**config.mk**
```make
export PLATFORM = sky130hd
export DESIGN_NAME = ttl_mux_seq
export DESIGN_NICKNAME = d
export VERILOG_FILES = /design/src/rtl/ttl_logic_pkg.sv /design/src/rtl/ttl_slot_counter.sv /design/src/rtl/ttl_mux_seq.sv
export SDC_FILE = /design/constraint.sdc
export NUM_CORES = 1
export LEC_CHECK = 0
export CORE_AREA = 4 4 41 43
export DETAILED_ROUTE_END_ITERATION = 6
export DIE_AREA = 0 0 45 47
export HOLD_SLACK_MARGIN = 0.06
export PLACE_DENSITY_LB_ADDON = 0.2
export RECOVER_POWER = 100
export SLEW_MARGIN = 0
export SYNTH_ARGS = -nofsm -noshare
export SYNTH_HDL_FRONTEND = slang
export SYNTH_SLANG_ARGS = --single-unit
```
**constraint.sdc**
```tcl
create_clock -name CLK -period 1.3 [get_ports CLK]
set_input_delay 0.26 -clock CLK [delete_from_list [all_inputs] [get_ports CLK]]
set_output_delay 0.26 -clock CLK [all_outputs]
set_load 0.03 [all_outputs]
```
**src/rtl/ttl_logic_pkg.sv**
```systemverilog
// Shared helpers for the clocked TTL-style logic blocks: width derivation only,
// no channel-specific constants live here.
package ttl_logic_pkg;

  function automatic int clog2(input int value);
    int r;
    r = 0;
    for (int v = value - 1; v > 0; v = v >> 1) begin
      r++;
    end
    return r;
  endfunction

  // Index width for n items, never narrower than one bit.
  function automatic int sel_width(input int n);
    return (clog2(n) < 1) ? 1 : clog2(n);
  endfunction

endpackage

```
**src/rtl/ttl_slot_counter.sv**
```systemverilog
// Round-robin sequencer: slot counter, channel counter, hold/clear handling
// and a one-cycle pulse when the channel counter wraps back to 0.
module ttl_slot_counter
  import ttl_logic_pkg::*;
#(
  parameter  int CHANNELS    = 2,
  parameter  int SLOT_CYCLES = 1,
  localparam int SELW        = sel_width(CHANNELS),
  localparam int SLOTW       = sel_width(SLOT_CYCLES)
) (
  input  logic            clk,
  input  logic            srst,
  input  logic            clear_i,
  input  logic            hold_i,
  output logic [SELW-1:0] cnt_o,
  output logic            wrap_o
);

  localparam logic [SLOTW-1:0] SLOT_LAST = SLOTW'(SLOT_CYCLES - 1);
  localparam logic [SELW-1:0]  CNT_LAST  = SELW'(CHANNELS - 1);

  logic [SLOTW-1:0] slot_q, slot_d;
  logic [SELW-1:0]  cnt_q, cnt_d;
  logic             wrap_q, wrap_d;

  always_comb begin
    slot_d = slot_q;
    cnt_d  = cnt_q;
    wrap_d = 1'b0;
    if (clear_i) begin
      slot_d = '0;
      cnt_d  = '0;
    end else if (!hold_i) begin
      // Hold wins over slot expiry, so a held channel never advances or wraps.
      if (slot_q == SLOT_LAST) begin
        slot_d = '0;
        wrap_d = (cnt_q == CNT_LAST);
        cnt_d  = (cnt_q == CNT_LAST) ? '0 : cnt_q + 1'b1;
      end else begin
        slot_d = slot_q + 1'b1;
      end
    end
  end

  always_ff @(posedge clk) begin
    if (srst) begin
      slot_q <= '0;
      cnt_q  <= '0;
      wrap_q <= 1'b0;
    end else begin
      slot_q <= slot_d;
      cnt_q  <= cnt_d;
      wrap_q <= wrap_d;
    end
  end

  assign cnt_o  = cnt_q;
  assign wrap_o = wrap_q;

endmodule

```
**src/rtl/ttl_mux_seq.sv**
```systemverilog
// Registered CHANNELS-to-1 word mux with external-select and auto round-robin
// modes; active-low gate forces the registered output to zero.
module ttl_mux_seq
  import ttl_logic_pkg::*;
#(
  parameter  int WIDTH       = 4,
  parameter  int CHANNELS    = 2,
  parameter  int SLOT_CYCLES = 1,
  localparam int SELW        = sel_width(CHANNELS)
) (
  input  logic                      CLK,
  input  logic                      RST,
  input  logic                      nG,
  input  logic                      MODE,
  input  logic [SELW-1:0]           SEL,
  input  logic                      HOLD,
  input  logic [CHANNELS*WIDTH-1:0] D,
  output logic [WIDTH-1:0]          Y,
  output logic [SELW-1:0]           CH,
  output logic                      VALID,
  output logic                      WRAP
);

  localparam logic [SELW:0] CH_LIMIT = (SELW + 1)'(CHANNELS);

  logic [WIDTH-1:0] d_arr [CHANNELS];
  logic [WIDTH-1:0] y_q, y_d;
  logic [SELW-1:0]  ch_q, ch_d;
  logic             valid_q, valid_d;
  logic             mode_q;
  logic [SELW-1:0]  cnt;
  logic             seq_clear;
  logic             sel_ok;

  genvar gi;
  generate
    for (gi = 0; gi < CHANNELS; gi++) begin : g_unpack
      assign d_arr[gi] = D[gi*WIDTH +: WIDTH];
    end
  endgenerate

  // Counters only run once auto mode was already active at the previous edge;
  // external mode and the mode-entry edge both restart the sequence at 0.
  assign seq_clear = ~(MODE & mode_q);
  assign sel_ok    = ({1'b0, SEL} < CH_LIMIT);

  ttl_slot_counter #(
    .CHANNELS    (CHANNELS),
    .SLOT_CYCLES (SLOT_CYCLES)
  ) u_slot_counter (
    .clk     (CLK),
    .srst    (RST),
    .clear_i (seq_clear),
    .hold_i  (HOLD),
    .cnt_o   (cnt),
    .wrap_o  (WRAP)
  );

  always_comb begin
    y_d     = '0;
    ch_d    = SEL;
    valid_d = 1'b0;
    if (MODE) begin
      ch_d    = cnt;
      valid_d = ~nG;
      if (!nG) begin
        y_d = d_arr[cnt];
      end
    end else if (!nG && sel_ok) begin
      valid_d = 1'b1;
      y_d     = d_arr[SEL];
    end
  end

  always_ff @(posedge CLK) begin
    if (RST) begin
      y_q     <= '0;
      ch_q    <= '0;
      valid_q <= 1'b0;
      mode_q  <= 1'b0;
    end else begin
      y_q     <= y_d;
      ch_q    <= ch_d;
      valid_q <= valid_d;
      mode_q  <= MODE;
    end
  end

  assign Y     = y_q;
  assign CH    = ch_q;
  assign VALID = valid_q;

endmodule

```
Word-level counts from Yosys, hierarchy flattened
Index checks and enable logic that the tools add are counted. Widths: inputs -> output; s select.

Bitwise operators: 7. $add $sub $neg: 2. Reductions and logical operators: 3. Mux-type cells: 14. Order comparisons: 2.

Operators by type and width (count): $mux 4 (9); $mux 1 (5); $ge 2x2->1 const B (2); $not 1->1 (4); $not 1->2 (2); $reduce_or 4->1 (1); $add 1x1->1 const B (2); $reduce_and 2->1 (1); $reduce_or 2->1 (1); $and 1x1->1 (1).

Input bits: 14. Output and inout bits: 7. Flip-flop bits (word level): 10. Word-level logic and storage cells: 35.

Depth between registers and ports, before layout
Gate-level depths: netlist of run 1.

Depth after elaboration: 6. Depth in mapped cells: 3. Mapped depth without buffers: 2.

Modules after synthesis
From an unflattened synthesis of run 1, not the netlist that was laid out.

Cells, all modules: 31. Area total of the unflattened synthesis: 357.8 sq um.

Modules (own cells, without submodules): ttl_mux_seq (cells each 26, sequential area each 140.1 sq um, area an instance 284.0 sq um, times used 1); ttl_slot_counter (cells each 5, sequential area each 40.0 sq um, area an instance 73.8 sq um, times used 1).

Least setup slack after synthesis of run 1
No wires, ideal clock.

Kind: reg-to-reg. From: reg u_slot_counter.cnt_q (netlist: u_slot_counter.cnt_o). To: reg y_q[0] (netlist: Y[0]). Slack: 0.254 ns. Clock period less this slack: 1.046 ns. Setup time: 0.121 ns. Cell stages (with the launch flop): 3. Data required time: 1.179 ns. Path buffers: 0. Data arrival time: 0.925 ns. Cell sequence: dfxtp_1 -> mux2i_2 -> mux2_2.

Word-level cells in the longest chain between the ends: 6.

Ends and longest elaborated chain: start, declared (line ttl_slot_counter.sv:23) `logic [SELW-1:0] cnt_q, cnt_d;`; start signal, assigned (line ttl_slot_counter.sv:52) `cnt_q <= cnt_d;`; $not 1->2 (implied by the code) (line ttl_mux_seq.sv:67) `y_d = d_arr[cnt];`; $mux 4 (implied by the code) (3 in a row) (line ttl_mux_seq.sv:67); $mux 4 (line ttl_mux_seq.sv:66) `if (!nG) begin`; $mux 4 (line ttl_mux_seq.sv:63) `if (MODE) begin`; end signal, assigned (line ttl_mux_seq.sv:82) `y_q <= y_d;`; end, declared (line ttl_mux_seq.sv:27) `logic [WIDTH-1:0] y_q, y_d;`.

No other way between the ends. The select of a mux whose other input is x is not followed. A chain may end at the register's enable or synchronous reset.

Worst setup path in the final report of run 1
From: reg y_q[1] (netlist: Y[1]). To: out Y[1].

RTL lines: end, declared (line ttl_mux_seq.sv:18) `output logic [WIDTH-1:0] Y,`.

No word-level cell between the ends.

==> metrics.yaml, run 1 <==
status: "complete, no violations"
cp-start-kind: "register"
core_area_um2: 1300
irDropWorstVdd_mv: 0.599
synth-warning-count: 0
num_vias: 331
drt_iter0_drc: 2
worst_pin_slew_ns: 0.368
layout.nets: 74
worstPathCellList: "dlygate4sd2_1"
drc: 0
rrSetupSlack_ns: 0.20
setup_tns_ns: 0
syn_avg_cell_area_um2: 11.3
period_needed_ns: 1.22
fp.dieH_um: 47
p_int_w: 0.000477
finalSetupViolCount: 0
maxCapViolations: 0
ys_seq_area_share_pct: 51.6
cp_slowest_cell: "dlygate4sd2_1"
antennaDiodeCount: 0
period_share_pct: 93.7
p_total_w: 0.000621
synthesis.area_um2: 349
p_sw_share_pct: 23.2
ctsLongestPathBuffers: 2
p_sw_w: 0.000144
ctsHoldBuffers: 0
grt_max_degree: 12
crit_family: "buffers and inverters"
cp.required_ns: 1.04
die-area_um2: 2120
rsz0062_at_grt: "no"
finalHoldViolations: 0
num_rows: 13
critPathBufInv: 1
final-max-slew-violation-count: 0
grt_usage_pct: 9.67
cts_tree: "done"
firstDrtPassIters: 2
max_freq_mhz: 821
wl_um: 901
hp-class: "reg2reg"
maxSlewHeadroom_pct: 75.4
grt_pass1_vias: 370
seqPwrFrac_pct: 46.7
p_leak_nw: 0.274
clkTransAtPathRegs_ns: 0.06
path_class: "reg2out"
crit_arrival_ns: 0.96
r2r_end: "Y[2]"
cts_buffers: 3
worstHoldPathCells: 2
cts_sinks: 9
antenna_found_initial: 0
cp-end-kind: "primary output"
grt_overflow_total: 0
wire_per_inst_um: 12.2
hold-path-endpoint: "u_slot_counter.cnt_o"
power_frac_comb_pct: 19.5
grt_pass1_wl_mm: 1.37
place.gp.congestion: 0.727
r2r-start: "u_slot_counter.cnt_o"
ant_nets: 0
power_density_nw_per_um2: 1000
viasPerCell: 4.47
pwr-share-clk_pct: 33.7
synth.distinct_cells: 10
startpoint: "Y[1]"
cts_root_buf: "clkbuf_4"
cts.htree.levels: 1
finalClockSkew_ns: 0.00750
worst-r2r-cell-count: 3
min_from: "mode_q"
die_x_um: 45
area_growth_pct: 77.8
clk-insertion-delay-late_ns: 0.25
io_buffers: 20
start_util_pct: 26.8
io_pins: 21
drive_gt1_share_pct: 23.7
ys_ff_latch: 9
synthCells: 31
synth_nets: 45
slowest_delay_ns: 0.40
worstPathMaxFanout: 1
flip-flops by register name, summed over array words and instances, names as in the netlist:
name                   cells
u_slot_counter.cnt_o       1
CH                         1
mode_q                     1
Y                          4
u_slot_counter.wrap_o      1
VALID                      1
per-stage QoR:
step	hold slack (ns)	instance area [um2]	std cells	utilization (%)	worst slack, ns
after floorplan	0.336	349	31	-	0.254
after global placement	0.461	597	69	45.9	-0.280
after detailed placement	0.480	597	69	45.9	-0.309
after CTS	0.490	621	74	47.7	0.0665
after global routing	0.515	621	74	47.7	0.0330
final	0.488	621	74	47.7	0.0823
worst max path at each step:
| stage | end | slack [ns] | depth (start not counted) |
|---|---|---|---|
| after floorplan | Y[0] | 0.25 | 2 |
| after global placement | Y[1] | -0.28 | 4 |
| after detailed placement | Y[2] | -0.31 | 4 |
| after CTS | Y[1] | 0.07 | 1 |
| after global routing | u_slot_counter.wrap_o | 0.03 | 3 |
| final | Y[1] | 0.08 | 1 |
layer usage:
metal | GRT usage, % | vias up | share of wire [%]
met5 | 0 | - | 0
met4 | 7.60 | 0 | 1.1
met3 | 3.83 | 2 | 8.5
met2 | 19.2 | 10 | 58
met1 | 7.13 | 156 | 32
li1 | - | 163 | -
synth_stat cells, drive strengths merged:
cell type	number	area share, %
buf	1	1.4
clkbuf	1	1.1
dfxtp	9	52
mux2	4	13
mux2i	1	3.9
nand3b	1	2.2
nor2	3	3.2
nor2b	1	1.8
nor3b	9	19
xor2	1	2.5
layout make-up:
class	count	area, um2
Timing Repair Buffer	26	235
Sequential cell	9	180
Clock buffer	4	26.3
Multi-Input combinational cell	20	160
Fill cell	141	681
Tap cell	15	18.8
layout by cell type (no fill, tap or decap), drive strengths merged:
cell type | Yosys | layout
buf | 1 | 5
clkbuf | 1 | 5
clkdlybuf4s50 | 0 | 12
dfxtp | 9 | 9
dlygate4sd2 | 0 | 8
mux2 | 4 | 4
mux2i | 1 | 1
nand3b | 1 | 1
nor2 | 3 | 3
nor2b | 1 | 1
nor3b | 9 | 9
xor2 | 1 | 1
power groups by stage:
| stage | combinational, W | sequential (W) | clock, W |
|---|---|---|---|
| final | 0.000121 | 0.000290 | 0.000210 |
| after detailed placement | 0.000128 | 0.000297 | 0 |
| after global routing | 0.000130 | 0.000291 | 0.000237 |
| after floorplan | 0.0000322 | 0.000317 | 0 |
| after CTS | 0.000123 | 0.000290 | 0.000221 |
| after global placement | 0.000124 | 0.000297 | 0 |
cell families after synthesis:
| kind of cell | share of synthesized area, % |
|---|---|
| and+or+nand+nor | 26.5 |
| buffers and inverters | 2.51 |
| DFF | 51.6 |
| muxes | 16.8 |
| xor gates and xnor gates | 2.51 |
timing repair:
action | 4_1_cts | 5_1_grt
endpoints found under the hold margin | 0 | 0
setup buffers | 1 | 0
gates resized for setup | 8 | 0
endpoints found under the setup margin | 11 | 0
(Power assumes the default switching activity.)
==> inputs of run 2 (changes only) <==
--- a/config.mk
+++ b/config.mk
@@ -5,13 +5,13 @@
 export SDC_FILE = /design/constraint.sdc
 export NUM_CORES = 1
 export LEC_CHECK = 0
-export CORE_AREA = 4 4 41 43
+export CORE_MARGIN = 4
+export CORE_UTILIZATION = 25
 export DETAILED_ROUTE_END_ITERATION = 6
-export DIE_AREA = 0 0 45 47
 export HOLD_SLACK_MARGIN = 0.06
 export PLACE_DENSITY_LB_ADDON = 0.2
 export RECOVER_POWER = 100
-export SLEW_MARGIN = 0
+export SLEW_MARGIN = 40
 export SYNTH_ARGS = -nofsm -noshare
 export SYNTH_HDL_FRONTEND = slang
 export SYNTH_SLANG_ARGS = --single-unit
==> run 2 against run 1 <==
Critical path depth increased by 2. Non-clock buffer count decreased by 3. Clock skew is 0.0046 ns lower. Worst setup slack got worse by 0.0062 ns. First-iteration DRC count fell by 50%. Count of clock-buffer cells in the layout did not move. Final area fell by 3.6%. Die area fell by 2.7%. Sequential share of layout area is 1.1 points higher. Power is 1.3% lower. Largest power group unchanged. Hold slack got worse by 0.054 ns.
==> metrics.yaml, run 2 (synthesized netlist as in run 1, its figures left out) <==
maxSlewHeadroom_pct: 78.0  # +2.7 points
power_density_nw_per_um2: 1020  # +2.4%
cp.required_ns: 1.44  # +0.40 ns
clk-insertion-delay-late_ns: 0.25  # about the same
die_x_um: 45.4  # +0.81%
period_needed_ns: 1.22  # +0.00618 ns
worst_pin_slew_ns: 0.328  # -0.0401 ns
wl_um: 805  # -11%
period_share_pct: 94.1  # +0.48 points
cp-end-kind: "register"
p_leak_nw: 0.260  # -5.0%
grt_max_degree: 13  # +1
start_util_pct: 26.8  # unchanged
grt_overflow_total: 0  # unchanged
rsz0062_at_grt: "no"
p_sw_share_pct: 23.2  # +0.040 points
hold_ws_ns: 0.434  # -0.0543 ns
num_rows: 13  # unchanged
power_frac_comb_pct: 18.5  # -1.0 points
p_int_w: 0.000471  # -1.4%
grt_usage_pct: 9.22  # -0.45 points
drt_iter0_drc: 1  # -1
worstPathMaxFanout: 9  # +8
path_class: "in2reg"
io_pins: 21  # unchanged
area_growth_pct: 71.3
largest_register_ffs: 4  # unchanged
viasPerCell: 4.30  # -4.0%
dpl.cell_count: 66  # -4.3%
ant_nets: 0  # unchanged
layout.nets: 71  # -4.1%
cts_tree: "done"
top_usage_layer: "met2"
place.gp.congestion: 0.694  # -4.5%
ctsLongestPathBuffers: 2  # unchanged
firstDrtPassIters: 3  # +1
slowest_delay_ns: 0.73  # +0.33 ns
grtUsageMet3_pct: 7.17  # +3.3 points
num_vias: 305  # -7.9%
crit_arrival_ns: 1.37  # +0.41 ns
pwr-share-clk_pct: 34.1  # +0.4 points
wire_per_inst_um: 11.3  # -6.9%
maxCapViolations: 0  # unchanged
post-route-util_pct: 46.0  # -1.7 points
drc: 0  # unchanged
antennaDiodeCount: 0  # unchanged
fillers: 143  # +1.4%
cts_sinks: 9  # unchanged
setup_tns_ns: 0  # unchanged
antenna_found_initial: 0  # unchanged
gr-usage-met1_pct: 9.18  # +2.1 points
final-max-slew-violation-count: 0  # unchanged
io_buffers: 20  # unchanged
p_total_w: 0.000613  # -1.3%
drive_gt1_share_pct: 19.6  # -4.1 points
final-instance-count-excl-fill: 71  # -4.1%
worstPathCellList: "dlygate4sd3_1 > nor3b_1 > mux2_2"
grt_pass1_vias: 331  # -11%
place_hpwl_um: 661
seqPwrFrac_pct: 47.4  # +0.7 points
ctsHoldBuffers: 0  # unchanged
cts_buffers: 3  # unchanged
hp-class: "in2reg"
cp_slowest_cell: "dlygate4sd3_1"
p_sw_w: 0.000142  # -1.2%
die-area_um2: 2060  # -2.7%
finalHoldViolations: 0  # unchanged
cp-start-kind: "input port"
grt_pass1_wl_mm: 1.30  # -4.5%
cts_root_buf: "clkbuf_4"
gr-usage-met2_pct: 15.3  # -4.0 points
irDropWorstVdd_mv: 0.605  # +1.1%
max_freq_mhz: 817  # -0.50%
status: "complete, no violations"
clkTransAtPathRegs_ns: 0.06  # about the same
rrSetupSlack_ns: 0.22  # +0.02 ns
fp.dieH_um: 45.4  # -3.5%
cts.htree.levels: 1  # unchanged
core_area_um2: 1300  # unchanged
final_common_cell: "clkdlybuf4s50_1"
layout_common_cells: "clkdlybuf4s50_1 (10), dfxtp_1 (9), nor3b_1 (9)"
finalClockSkew_ns: 0.00287  # -0.00462 ns
finalSetupViolCount: 0  # unchanged
-- run 2: area by class of cell --
| class | count | area [um2] | share of cell area (%) |
|---|---|---|---|
| Tap cell | 15 | 18.8 | 3.14 |
| Timing Repair Buffer | 23 | 213 | 35.6 |
| Clock buffer | 4 | 26.3 | 4.39 |
| Sequential cell | 9 | 180 | 30.1 |
| Multi-Input combinational cell | 20 | 160 | 26.8 |
-- run 2: path summary, 6_finish.rpt --
check	start	to	cells past startpoint
worst max-delay path	nG	Y[2]	3
worst min-delay path	MODE	mode_q	2
worst max register to register	u_slot_counter.cnt_o	Y[2]	3
worst min register to register	mode_q	u_slot_counter.cnt_o	2
-- run 2: power by group through the flow --
stage               clock, W  combinational (W)  sequential [W]
floorplan                  0          0.0000322        0.000317
global placement           0           0.000117        0.000297
detailed placement         0           0.000120        0.000298
CTS                 0.000220           0.000116        0.000291
global route        0.000231           0.000121        0.000291
finish              0.000209           0.000113        0.000291
-- run 2: timing repair --
item / 4_1_cts / 5_1_grt
endpoints found under the setup margin: 11 / 0
setup buffers: 1 / 0
resized for setup: 8 / 0
-- run 2: critical path, delay by kind of cell --
family,cells,cell delay (ns)
buffers and inverters,1,0.73
multiplexers,1,0.28
AND/OR/NAND/NOR,1,0.10
-- run 2: routing by layer --
layer | up-vias | wire (um)
met3 | 0 | 90
li1 | 155 | -
met2 | 14 | 409
met4 | 0 | 0
met5 | - | 0
met1 | 136 | 305
-- run 2: metrics by stage --
stage                     area [um2]  setup slack, ns
after CTS                        598           0.0649
final                            598           0.0761
after global routing             598           0.0302
after global placement           574           -0.301
after floorplan                  349            0.254
after detailed placement         574           -0.323
